$ cat config.mk
export PLATFORM = sky130hd
export DESIGN_NAME = spi_regbank_subnode
export DESIGN_NICKNAME = d
export VERILOG_FILES = /design/src/rtl/spi_regbank_pkg.sv /design/src/rtl/sync_2ff.sv /design/src/rtl/spi_regbank_subnode.sv
export SDC_FILE = /design/constraint.sdc
export NUM_CORES = 1
export LEC_CHECK = 0
export ABC_AREA = 1
export ABC_CLOCK_PERIOD_IN_PS = 4600
export BUFFER_PORTS_ARGS = -buffer_cell sky130_fd_sc_hd__buf_2
export CAP_MARGIN = 20
export CORE_MARGIN = 2
export CORE_UTILIZATION = 35
export CTS_BUF_LIST = sky130_fd_sc_hd__clkbuf_4
export CTS_CLUSTER_SIZE = 25
export DETAILED_ROUTE_END_ITERATION = 16
export SYNTH_ARGS = -nofsm -noshare
export SYNTH_HDL_FRONTEND = slang
export SYNTH_HIERARCHICAL = 1
export SYNTH_SLANG_ARGS = --single-unit
$ cat constraint.sdc
create_clock -name clk -period 4.6 [get_ports clk]
set_input_delay 0.46 -clock clk [delete_from_list [all_inputs] [get_ports clk]]
set_output_delay 0.46 -clock clk [all_outputs]
set_load 0.03 [all_outputs]
$ cat src/rtl/spi_regbank_pkg.sv
// Shared types and constants for the SPI register-bank subnode.
package spi_regbank_pkg;

    typedef enum logic [1:0] {
        ST_IDLE    = 2'd0,
        ST_CMD     = 2'd1,
        ST_DATA    = 2'd2,
        ST_WAIT_CS = 2'd3
    } state_t;

    localparam logic [3:0] ADDR_CTRL      = 4'hF;
    localparam int         CMD_W          = 8;
    localparam int         CMD_WRITE_BIT  = 7;
    localparam int         CTRL_START_BIT = 7;

    // Status byte bit positions
    localparam int BUSY = 0;
    localparam int DONE = 1;
    localparam int ERR  = 2;

    // Assemble the status byte; unused upper bits read as zero.
    function automatic logic [7:0] pack_status(input logic busy, input logic done, input logic err);
        logic [7:0] s;
        s       = '0;
        s[BUSY] = busy;
        s[DONE] = done;
        s[ERR]  = err;
        return s;
    endfunction

endpackage

$ cat src/rtl/sync_2ff.sv
// Flop-chain synchroniser for one raw input pin, with configurable depth and reset value.
module sync_2ff #(
    parameter int   STAGES  = 2,
    parameter logic RST_VAL = 1'b0
) (
    input  logic clk,
    input  logic rst_n,
    input  logic d,
    output logic q
);

    logic [STAGES-1:0] chain;

    // Shift the pin value through the chain; reset loads the idle level of the pin.
    always_ff @(posedge clk or negedge rst_n) begin
        if (!rst_n) begin
            chain <= {STAGES{RST_VAL}};
        end else begin
            chain[0] <= d;
            for (int i = 1; i < STAGES; i++) begin
                chain[i] <= chain[i-1];
            end
        end
    end

    assign q = chain[STAGES-1];

endmodule

$ cat src/rtl/spi_regbank_subnode.sv
// SPI mode-0 subnode owning a configurable register bank plus a control/status
// register, with framed commands, coherent read snapshots and a start/busy/done
// handshake towards the accelerator core.
module spi_regbank_subnode
    import spi_regbank_pkg::*;
#(
    parameter int NUM_REGS    = 3,
    parameter int REG_W       = 128,
    parameter int SYNC_STAGES = 2,
    parameter int MODE_W      = 3
) (
    input  logic                      clk,
    input  logic                      rst_n,
    input  logic                      sck,
    input  logic                      csb,
    input  logic                      mosi,
    output logic                      miso,
    output logic [NUM_REGS*REG_W-1:0] regs_flat,
    input  logic                      core_wr_en,
    input  logic [3:0]                core_wr_sel,
    input  logic [REG_W-1:0]          core_wr_data,
    output logic [MODE_W-1:0]         op_mode,
    output logic                      op_start,
    input  logic                      op_busy,
    input  logic                      op_done
);

    localparam int         CNT_W   = $clog2(REG_W + 1);
    localparam logic [2:0] PIN_RST = 3'b010;  // {mosi, csb, sck} idle levels

    logic [2:0] pins;
    logic [2:0] pins_sync;
    logic       sck_sync, csb_sync, mosi_sync;
    logic       sck_q, csb_q;
    logic       sck_rise, sck_fall, csb_fall;

    state_t             state_reg, state_next;
    logic [CMD_W-1:0]   cmd_reg;
    logic [CMD_W-1:0]   cmd_full;
    logic [CNT_W-1:0]   bit_cnt;
    logic [CNT_W-1:0]   data_len;
    logic [REG_W-1:0]   shift_reg;
    logic [REG_W-1:0]   snap_word;
    logic [REG_W-1:0]   regs [NUM_REGS];
    logic               done_flag, err_flag;

    logic [3:0] cur_addr, snap_addr;
    logic       cur_is_reg, cur_is_ctrl, cur_write;
    logic       cmd_shift, cmd_done, data_shift_in, data_shift_out, data_done;
    logic       wr_commit, rd_commit, err_set, status_clr, start_req;

    assign pins = {mosi, csb, sck};

    generate
        if (SYNC_STAGES > 0) begin : g_sync
            for (genvar gi = 0; gi < 3; gi++) begin : g_pin
                sync_2ff #(
                    .STAGES  (SYNC_STAGES),
                    .RST_VAL (PIN_RST[gi])
                ) u_sync (
                    .clk   (clk),
                    .rst_n (rst_n),
                    .d     (pins[gi]),
                    .q     (pins_sync[gi])
                );
            end
        end else begin : g_bypass
            assign pins_sync = pins;
        end
    endgenerate

    assign sck_sync  = pins_sync[0];
    assign csb_sync  = pins_sync[1];
    assign mosi_sync = pins_sync[2];

    // Delayed copies of sck/csb for edge detection in the clk domain.
    always_ff @(posedge clk or negedge rst_n) begin
        if (!rst_n) begin
            sck_q <= 1'b0;
            csb_q <= 1'b1;
        end else begin
            sck_q <= sck_sync;
            csb_q <= csb_sync;
        end
    end

    assign sck_rise = sck_sync & ~sck_q;
    assign sck_fall = ~sck_sync & sck_q;
    assign csb_fall = ~csb_sync & csb_q;

    // Command decode: the complete byte is cmd_full on the 8th rise, cmd_reg afterwards.
    assign cmd_full    = {cmd_reg[CMD_W-2:0], mosi_sync};
    assign snap_addr   = cmd_full[3:0];
    assign cur_addr    = cmd_reg[3:0];
    assign cur_write   = cmd_reg[CMD_WRITE_BIT];
    assign cur_is_ctrl = (cur_addr == ADDR_CTRL);
    assign cur_is_reg  = (32'(cur_addr) < NUM_REGS);
    assign data_len    = cur_is_reg ? CNT_W'(REG_W) : CNT_W'(8);

    // Read snapshot, MSB-aligned so every target shifts out of the same bit.
    always_comb begin
        snap_word = '0;
        if (snap_addr == ADDR_CTRL) begin
            snap_word = REG_W'(pack_status(op_busy, done_flag, err_flag)) << (REG_W - 8);
        end else begin
            for (int i = 0; i < NUM_REGS; i++) begin
                if (snap_addr == 4'(i)) snap_word = regs[i];
            end
        end
    end

    // FSM state register.
    always_ff @(posedge clk or negedge rst_n) begin
        if (!rst_n) state_reg <= ST_IDLE;
        else        state_reg <= state_next;
    end

    // FSM next-state; csb high aborts from anywhere.
    always_comb begin
        state_next = state_reg;
        case (state_reg)
            ST_IDLE:    if (csb_fall)  state_next = ST_CMD;
            ST_CMD:     if (cmd_done)  state_next = ST_DATA;
            ST_DATA:    if (data_done) state_next = ST_WAIT_CS;
            default:    state_next = state_reg;
        endcase
        if (csb_sync) state_next = ST_IDLE;
    end

    // FSM outputs: shift/commit strobes and miso.
    always_comb begin
        cmd_shift      = 1'b0;
        cmd_done       = 1'b0;
        data_shift_in  = 1'b0;
        data_shift_out = 1'b0;
        data_done      = 1'b0;
        miso           = 1'b0;
        if (!csb_sync) begin
            case (state_reg)
                ST_CMD: begin
                    if (sck_rise) begin
                        cmd_shift = 1'b1;
                        cmd_done  = (bit_cnt == CNT_W'(CMD_W - 1));
                    end
                end
                ST_DATA: begin
                    if (bit_cnt == data_len) data_done = 1'b1;
                    else if (sck_rise)       data_shift_in = 1'b1;
                    if (!cur_write) begin
                        miso = shift_reg[REG_W-1];
                        // The fall closing the last command bit must not shift.
                        if (sck_fall && bit_cnt != '0 && !data_done) data_shift_out = 1'b1;
                    end
                end
                default: ;
            endcase
        end
    end

    // Command/data shifting and bit counting.
    always_ff @(posedge clk or negedge rst_n) begin
        if (!rst_n) begin
            cmd_reg   <= '0;
            bit_cnt   <= '0;
            shift_reg <= '0;
        end else begin
            if (state_reg == ST_IDLE) bit_cnt <= '0;
            if (cmd_shift) begin
                cmd_reg <= cmd_full;
                bit_cnt <= cmd_done ? '0 : bit_cnt + CNT_W'(1);
            end
            if (cmd_done) shift_reg <= snap_word;
            if (data_shift_in) begin
                bit_cnt <= bit_cnt + CNT_W'(1);
                if (cur_write) shift_reg <= {shift_reg[REG_W-2:0], mosi_sync};
            end
            if (data_shift_out) shift_reg <= {shift_reg[REG_W-2:0], 1'b0};
        end
    end

    assign wr_commit  = data_done & cur_write;
    assign rd_commit  = data_done & ~cur_write;
    assign start_req  = shift_reg[CTRL_START_BIT];
    assign status_clr = rd_commit & cur_is_ctrl;
    assign err_set    = data_done & ((~cur_is_reg & ~cur_is_ctrl) |
                        (cur_write & op_busy & (cur_is_reg | (cur_is_ctrl & start_req))));

    // Register bank: SPI commits only when idle; a same-cycle core write wins.
    always_ff @(posedge clk or negedge rst_n) begin
        if (!rst_n) begin
            for (int i = 0; i < NUM_REGS; i++) regs[i] <= '0;
        end else begin
            for (int i = 0; i < NUM_REGS; i++) begin
                if (wr_commit && cur_is_reg && !op_busy && cur_addr == 4'(i)) regs[i] <= shift_reg;
                if (core_wr_en && core_wr_sel == 4'(i))                       regs[i] <= core_wr_data;
            end
        end
    end

    generate
        for (genvar gi = 0; gi < NUM_REGS; gi++) begin : g_flat
            assign regs_flat[gi*REG_W +: REG_W] = regs[gi];
        end
    endgenerate

    // Control register, start pulse and sticky status flags.
    always_ff @(posedge clk or negedge rst_n) begin
        if (!rst_n) begin
            op_mode   <= '0;
            op_start  <= 1'b0;
            done_flag <= 1'b0;
            err_flag  <= 1'b0;
        end else begin
            op_start <= 1'b0;
            if (wr_commit && cur_is_ctrl && !(start_req && op_busy)) begin
                op_mode  <= shift_reg[MODE_W-1:0];
                op_start <= start_req;
            end
            done_flag <= op_done | (done_flag & ~status_clr);
            err_flag  <= err_set | (err_flag & ~status_clr);
        end
    end

endmodule
# After elaboration in Yosys (flattened, before gate mapping)
# Cells that the tools add are included.
# op_classes
addsub	1
magnitude_cmp	1
eq_ne	15
mux	46
bitwise	24
n_reduce_logical	27
# ops
operator	n
two-way mux 128 bit	14
two-way mux 8 bit	5
two-way mux 1 bit	22
AND 1 bit	13
logical AND 1 bit	13
equality test 4 x 1 -> 1 bit (second input constant)	3
equality test 4 x 2 -> 1 bit (second input constant)	3
zero test 4 bit	3
inequality test 3 x 2 -> 1 bit (second input constant)	3
adder 8 x 1 -> 8 bit (second input constant)	1
equality test 4 bit (second input constant)	2
equality test 8 x 3 -> 1 bit (second input constant)	1
equality test 8 bit	1
two-way mux 2 bit	4
nonzero test 8 bit	1
inverter 1 bit	7
case mux 2 bit (3 select lines)	1
nonzero test 2 bit	3
less-than comparator 4 x 2 -> 1 bit (second input constant)	1
OR 1 bit	4
AND reduction 4 bit	1
nonzero test 4 bit	1
zero test 1 bit	3
nonzero test 3 bit	1
3 further kinds	3
# totals
reg_bits	544
in_bits	140
output_inout_bits	389
word_cells	130

# Logic depth before layout (Yosys ltp)
# Gate-level depths: netlist of the first run.
# depth
depth_word	14
depth_mapped	13
ltp_nobuf	12

# By module
# The synthesis of the first run kept the hierarchy.
# by_module_without_submodules
module	instances	cells_each	area_per_inst_um2	seq_area_each_um2
spi_regbank_subnode	1	4285	29941.2	13464.2
sync_2ff at g_sync.g_pin[0].u_sync ...	2	2	50.0	50.0
sync_2ff at g_sync.g_pin[1].u_sync	1	2	52.6	52.6

# Least setup slack after synthesis of the first run
# No wires, ideal clock.
# synth_timing
kind	reg2reg
start	register state_reg[1]
end	register shift_reg[100]
setup_ns	0.118
arrival_ns	1.824
t_required_ns	4.482
path_slack_ns	2.659
path_stages_with_launch	12
n_path_buf	2
period_less_slack_ns	1.941
cell_sequence	dfrtp_1 inv_1 ha_1 inv_1 nor3_2 nand2_1 clkbuf_1 clkbuf_1 nand2_1 o21ai_0 nor2_1 nor2_1
# synth_via
elab_chain_cells	7
elab_cells_between_ends	12
classes_between	eq/ne: 2; mux: 10
# synth_lines
element	line	source
start: declaration	spi_regbank_subnode.sv:37	state_t state_reg, state_next;
start signal: assignment	spi_regbank_subnode.sv:115	else state_reg <= state_next;
equality test 2 x 1 -> 1 bit	spi_regbank_subnode.sv:139	case (state_reg)
two-way mux 1 bit	spi_regbank_subnode.sv:139	
two-way mux 1 bit	spi_regbank_subnode.sv:138	if (!csb_sync) begin
two-way mux 128 bit	spi_regbank_subnode.sv:172	if (cmd_done) shift_reg <= snap_word;
two-way mux 128 bit	spi_regbank_subnode.sv:175	if (cur_write) shift_reg <= {shift_reg[REG_W-2:0], mosi_sync};
two-way mux 128 bit	spi_regbank_subnode.sv:173	if (data_shift_in) begin
two-way mux 128 bit *	spi_regbank_subnode.sv:177	if (data_shift_out) shift_reg <= {shift_reg[REG_W-2:0], 1'b0};
end signal: assignment	spi_regbank_subnode.sv:172	
end signal: assignment	spi_regbank_subnode.sv:175	
end signal: assignment	spi_regbank_subnode.sv:177	
end: declaration	spi_regbank_subnode.sv:42	logic [REG_W-1:0] shift_reg;
# Every way passes the cells marked *; elsewhere a longest branch is shown, timed or not.
# A chain may end at the register's enable or synchronous reset.

# Worst setup path in the final report of the first run
# layout_timing
start	register state_reg[0]
end	register shift_reg[122]
# The elaborated chain is that of the path after synthesis.

==> results_dict.tcl, run 1 <==
set metrics [dict create \
    outcome "finished clean" \
    wl_per_cell_um 20.34 \
    ys_seq_elements 544 \
    hold_start "core_wr_sel[2]" \
    cts_max_level 4 \
    relSlewSlack_pct 32.92 \
    powerDensity_nw_per_um2 466.6 \
    chipWidth_um 297.2 \
    finClkSkew_ps 98.96 \
    final.setup.tns_ps 0 \
    synth_cell_types 32 \
    period_share_pct 72.55 \
    core_area_um2 85150 \
    placed_area_um2 33350 \
    grt_pass1_wl_um 190600 \
    most-common-layout-cells "nand2_1, dfrtp_1, buf_2" \
    r2r-start "state_reg[0]" \
    vias_per_cell 5.376 \
    startpoint "state_reg[0]" \
    setup_viol 0 \
    synth-simple-area-share_pct 33.50 \
    yosys.area.top_type_share_pct 44.99 \
    initial_utilization_pct 35.34 \
    cp-end-kind "flop" \
    ant_nets 0 \
    cts_tree "yes" \
    synth_top_area_cell "dfrtp_1" \
    routed_wl_um 123400 \
    ctsResizeCount 0 \
    synth_fp_nets 4436 \
    synth_fa_ha_area_share_pct 0.2079 \
    grt_remaining_overflow 0 \
    drt-initial-drc-count 3053 \
    io_pins 529 \
    hold_viol 0 \
    hold_depth 5 \
    drv_cap 0 \
    via_count 32623 \
    drive_above_1_share_pct 17.47 \
    portBuffers 528 \
    synth.avg_cell_area_um2 7.013 \
    layout_min_cycle_time_ps 3337 \
    layout.nets 4960 \
    power.leakage_nw 19.79 \
    worstPathRequired_ps 5560 \
    worst_pin_slew_ps 1006 \
    clk_latency_ps 1070 \
    ir_drop_v 0.0008394 \
    grt_max_degree 162 \
    hold_path_class "input pin to flop" \
    dr.pass1.iters 6 \
    synth_area_um2 30090 \
    drc_errors 0 \
    synth_compound_area_share_pct 13.35 \
    grt_setup_unrepaired "no" \
    fp.dieArea_um2 88340 \
    synth_top_family_by_area "simple AND/OR/NAND/NOR gates" \
    synth_xor_area_share_pct 0.08731 \
    ys_seq_area_share_pct 45.25 \
    crit_type "flop to flop" \
    cts_num_sinks 544 \
    synth_warnings 6 \
    cp-start-kind "flop" \
    num_rows 107 \
    maxSlewViolCount 0 \
    design_area_um2 36840 \
    synth_cells 4291 \
    gp_congestion 0.8529 \
    grt_use_total_pct 27.36 \
    largest_reg_flops 384 \
    clock_path_buffers 3 \
    cts_buffers 160 \
    fmax_ghz 0.2997 \
    antenna_found_initial 1 \
    dieHeight_um 297.2 \
    final_common_cell "nand2_1" \
    muxShareOfSynthArea_pct 0 \
    first_global_vias 31294 \
    area_growth_pct 22.41 \
    cp_max_fo 62 \
    dp_hpwl_um 71680 \
    cp.arrival_ps 4300 \
    ys_top_cells_by_area "dfrtp_1, nand2_1, nand3_1" \
    cts-root-buf "clkbuf_4" \
    clk_pin_slew_worst_paths_ps 70 \
    rr_worst_depth 10 \
]
synth_stat cells:
library cell,number
o2111ai_1,1
nor4_1,1
nand2_1,1465
inv_2,4
o211ai_1,2
dfrtp_1,541
a21o_1,1
nand3b_1,1
nand3_1,526
nor3_2,1
buf_4,31
buf_1,35
buf_6,11
o21ai_0,503
nor2_1,274
clkbuf_1,213
inv_1,166
o311ai_0,1
nand4_2,1
o21ai_1,31
xor2_1,3
ha_1,5
buf_2,72
o21bai_1,3
dfstp_2,3
a21oi_1,256
nor2_4,1
nand3_2,4
nor2_2,2
nor3_1,3
clkinv_1,1
nand4_1,129
where the power goes:
part / internal (mW) / total (mW) / switching, mW
registers: 5.65 / 6.73 / 1.08
logic: 1.71 / 5.63 / 3.91
clock network: 2.56 / 4.83 / 2.27
kinds of logic after synthesis:
kind of cell | Yosys count
fa+ha+maj | 5
buf+inv | 533
xor+xnor | 3
simple gates | 2408
flops | 544
compound gates | 798
layer usage:
layer	global-route usage (%)	vias up	part of all wire, %
met2	43.95	1527	47
met3	6.098	251	8.6
met4	12.66	0	3.8
li1	-	15259	-
met1	35.06	15586	41
met5	0	-	0
path summary, 6_finish.rpt:
kind	slack, ps	end
hold reg to reg	330	g_sync.g_pin[0].u_sync/chain[1]
max in group asynchronous	3080	shift_reg[31]
hold / removal	140	regs_flat[269]
setup reg to reg	1260	shift_reg[122]
setup / recovery	1260	shift_reg[122]
min in group asynchronous	490	regs_flat[343]
through the flow:
stage / util, % / setup slack [ps] / hold slack, ps / power, mW / cells
after floorplan: - / 2659 / 164.4 / 10.21 / 4291
after CTS: 43.26 / 1266 / 7.239 / 17.26 / 6067
final: 43.26 / 1263 / 140.5 / 17.19 / 6068
after global placement: 39.16 / 1212 / 340.9 / 12.20 / 5654
after detailed placement: 39.16 / 1227 / 347.0 / 12.27 / 5654
after global routing: 43.26 / 983.3 / 110.1 / 18.23 / 6068
critical path: stages (launching register included):
cell and delay (ps):
dfrtp_1 400, inv_1 90, ha_1 170, nand2_1 90
nor4_1 380, nand3_4 400, nand2_4 760, buf_4 600
inv_1 110, nand2_1 90, nand2_1 40
layout make-up:
class,count,area (um^2)
Clock inverter,33,260.3
Clock buffer,237,1779
Inverter,171,646.9
Multi-Input combinational cell,3214,14300
Timing Repair Buffer,724,4800
Fill cell,8775,48310
Antenna cell,1,2.502
Tap cell,1144,1431
Sequential cell,544,13620
timing repair:
action | 4_1_cts | 5_1_grt
hold buffers | 143 | 0
setup buffers | 0 | 0
endpoints found under the hold margin | 493 | 0
No activity file was read; power rests on OpenSTA's default activity.
==> run 2, diff against run 1 <==
--- a/config.mk
+++ b/config.mk
@@ -5,8 +5,8 @@
 export SDC_FILE = /design/constraint.sdc
 export NUM_CORES = 1
 export LEC_CHECK = 0
-export ABC_AREA = 1
-export ABC_CLOCK_PERIOD_IN_PS = 4600
+export ABC_AREA = 0
+export ABC_CLOCK_PERIOD_IN_PS = 3100
 export BUFFER_PORTS_ARGS = -buffer_cell sky130_fd_sc_hd__buf_2
 export CAP_MARGIN = 20
 export CORE_MARGIN = 2
==> constraint.sdc (replaced) <==
create_clock -name clk -period 3.1 [get_ports clk]
set_input_delay 0.31 -clock clk [delete_from_list [all_inputs] [get_ports clk]]
set_output_delay 0.31 -clock clk [all_outputs]
set_load 0.03 [all_outputs]
==> run 2 against run 1 <==
Non-clock buffer count up 101; via count down 22%; critical path depth down 4; combinational power up 30%; hold slack worse by 13 ps; register-to-register slack worse by 1000 ps; synthesized area down 9.4%; sequential power up 42%; final area down 3.9%; worst setup slack worse by 1000 ps.
==> results_dict.tcl, run 2 <==
set metrics [dict create \
    cp-end-kind "output port" \
    grt_use_total_pct 24.00 \
    placed_area_um2 31500 \
    initial_utilization_pct 35.24 \
    synth_cell_types 55 \
    final_common_cell "nand2_1" \
    final_cells 4862 \
    cp-start-kind "flop" \
    drv_cap 0 \
    ys_seq_area_share_pct 49.96 \
    cp.arrival_ps 2560 \
    grt_setup_unrepaired "no" \
    dp_hpwl_um 62060 \
    relSlewSlack_pct 44.17 \
    portBuffers 528 \
    synth_warnings 6 \
    most-common-layout-cells "nand2_1, dfrtp_1, buf_2" \
    via_count 25601 \
    synth_edf_count 0 \
    final.setup.tns_ps 0 \
    area_growth_pct 29.92 \
    synth_fp_nets 3119 \
    powerDensity_nw_per_um2 669.7 \
    clk_latency_ps 970 \
    ant_nets 0 \
    vias_per_cell 5.266 \
    grt_max_degree 133 \
    async_flop_share_pct 100.0 \
    ys_seq_elements 544 \
    setup_viol 0 \
    design_area_um2 35410 \
    dieHeight_um 283.1 \
    largest_reg_flops 384 \
    worstPathRequired_ps 2790 \
    core_area_um2 77340 \
    hold_depth 3 \
    ir_drop_v 0.0005193 \
    num_rows 102 \
    fmax_ghz 0.3489 \
    grt_remaining_overflow 0 \
    maxSlewViolCount 0 \
    drive_above_1_share_pct 24.06 \
    cts-root-buf "clkbuf_4" \
    drt-initial-drc-count 1860 \
    gp_congestion 0.8187 \
    dr.pass1.iters 6 \
    synth_cells 2974 \
    first_global_vias 25686 \
    worst_pin_slew_ps 837.4 \
    fp.dieArea_um2 80130 \
    cts_buffers 156 \
    chipWidth_um 283.1 \
    hold_viol 0 \
    hold_slack_ps 127.0 \
    layout.nets 3857 \
    synth_common_cells "nand2_1, dfrtp_1, mux2i_1" \
    p_total_mw 23.72 \
    synth_top_area_cell "dfrtp_1" \
    clock_path_buffers 3 \
    synth.avg_cell_area_um2 9.165 \
    hold_path_class "input pin to flop" \
    routed_wl_um 98250 \
    crit_type "flop to output port" \
    synth_most_common_cell "nand2_1" \
    cp_max_fo 8 \
    outcome "finished clean" \
    io_pins 529 \
    ys_top_cells_by_area "dfrtp_1, mux2i_1, nand2_1" \
    finClkSkew_ps 84.21 \
    dp.cells 4400 \
    grt_pass1_wl_um 152800 \
    power.leakage_nw 15.64 \
    drc_errors 0 \
    period_share_pct 92.46 \
    synth_area_um2 27260 \
    cts_num_sinks 544 \
    yosys.area.top_type_share_pct 49.67 \
    antenna_found_initial 5 \
    wl_per_cell_um 20.21 \
    synth_flop_cell "dfrtp_1" \
    clk_pin_slew_worst_paths_ps 60 \
    cts_max_level 4 \
    cts_tree "yes" \
    rr_worst_depth 10 \
    layout_min_cycle_time_ps 2866 \
]
==> run 2: repair_timing <==
action                                  in CTS  in global routing
setup buffers                                0                  6
hold buffers                               188                  0
hold endpoints to repair                   895                  0
pin swaps                                    0                  0
gates resized for setup                      1                  1
endpoints found under the setup margin       1                 10
==> run 2: worst max-delay path: stages (launching register included) <==
cell and delay, ps:
dfrtp_1 380, inv_1 120, ha_2 270, nand2_1 150, nor2_2 280, and2_1 220, buf_2 210
==> run 2: path summary, 6_finish.rpt <==
kind                            slack, ps                            start                              end
worst max-delay path                  230                     state_reg[0]                             miso
worst min-delay path                  130                          op_done                        done_flag
worst max register to register        240                     state_reg[0]                   regs_flat[232]
worst min register to register        340  g_sync.g_pin[0].u_sync/chain[0]  g_sync.g_pin[0].u_sync/chain[1]
max in group asynchronous            2480                            rst_n                    shift_reg[22]
min in group asynchronous             150                            rst_n                   regs_flat[215]
==> run 2: cells by family (layout without fill, tap and decap cells) <==
group	count (synthesis)	after routing	synth area share [%]
other	0	3	0
muxes	398	398	14.67
xor gates and xnor gates	5	5	0.1607
AOI/OAI and AO/OA	790	790	16.61
buffers and inverters	253	1098	4.315
DFF	544	544	49.96
and+or+nand+nor	979	979	14.06
adders and majority gates	5	5	0.2295
==> run 2: final cells by class <==
class	count	area, um^2
inverters	8	30.03
diodes	3	7.507
multi-input cells	2177	12560
flip-flops and latches	544	13620
clock buffers	229	1719
well taps	1040	1301
repair buffers	825	5933
clock inverters	36	241.5
fillers	7545	41930
==> run 2: metrics by stage <==
stage	util (%)	setup WS, ps
after floorplan	-	945.5
after global placement	40.73	524.6
after detailed placement	40.73	469.3
after CTS	45.72	25.84
after global routing	45.79	56.43
final	45.79	233.7
==> run 2: where the power goes <==
group          internal (mW)  switching (mW)  total (mW)
Sequential              8.30            1.23        9.53
Combinational           2.33            4.99        7.32
Clock                   3.55            3.32        6.87
Total                   14.2            9.54        23.7
==> run 2: layer usage <==
layer	GRT usage (%)	vias to the layer above	share of wire, %
met5	0	-	0.019
met4	7.844	2	2.0
met1	31.66	12417	43
met2	38.05	1091	47
met3	6.699	148	8.4
li1	-	11943	-
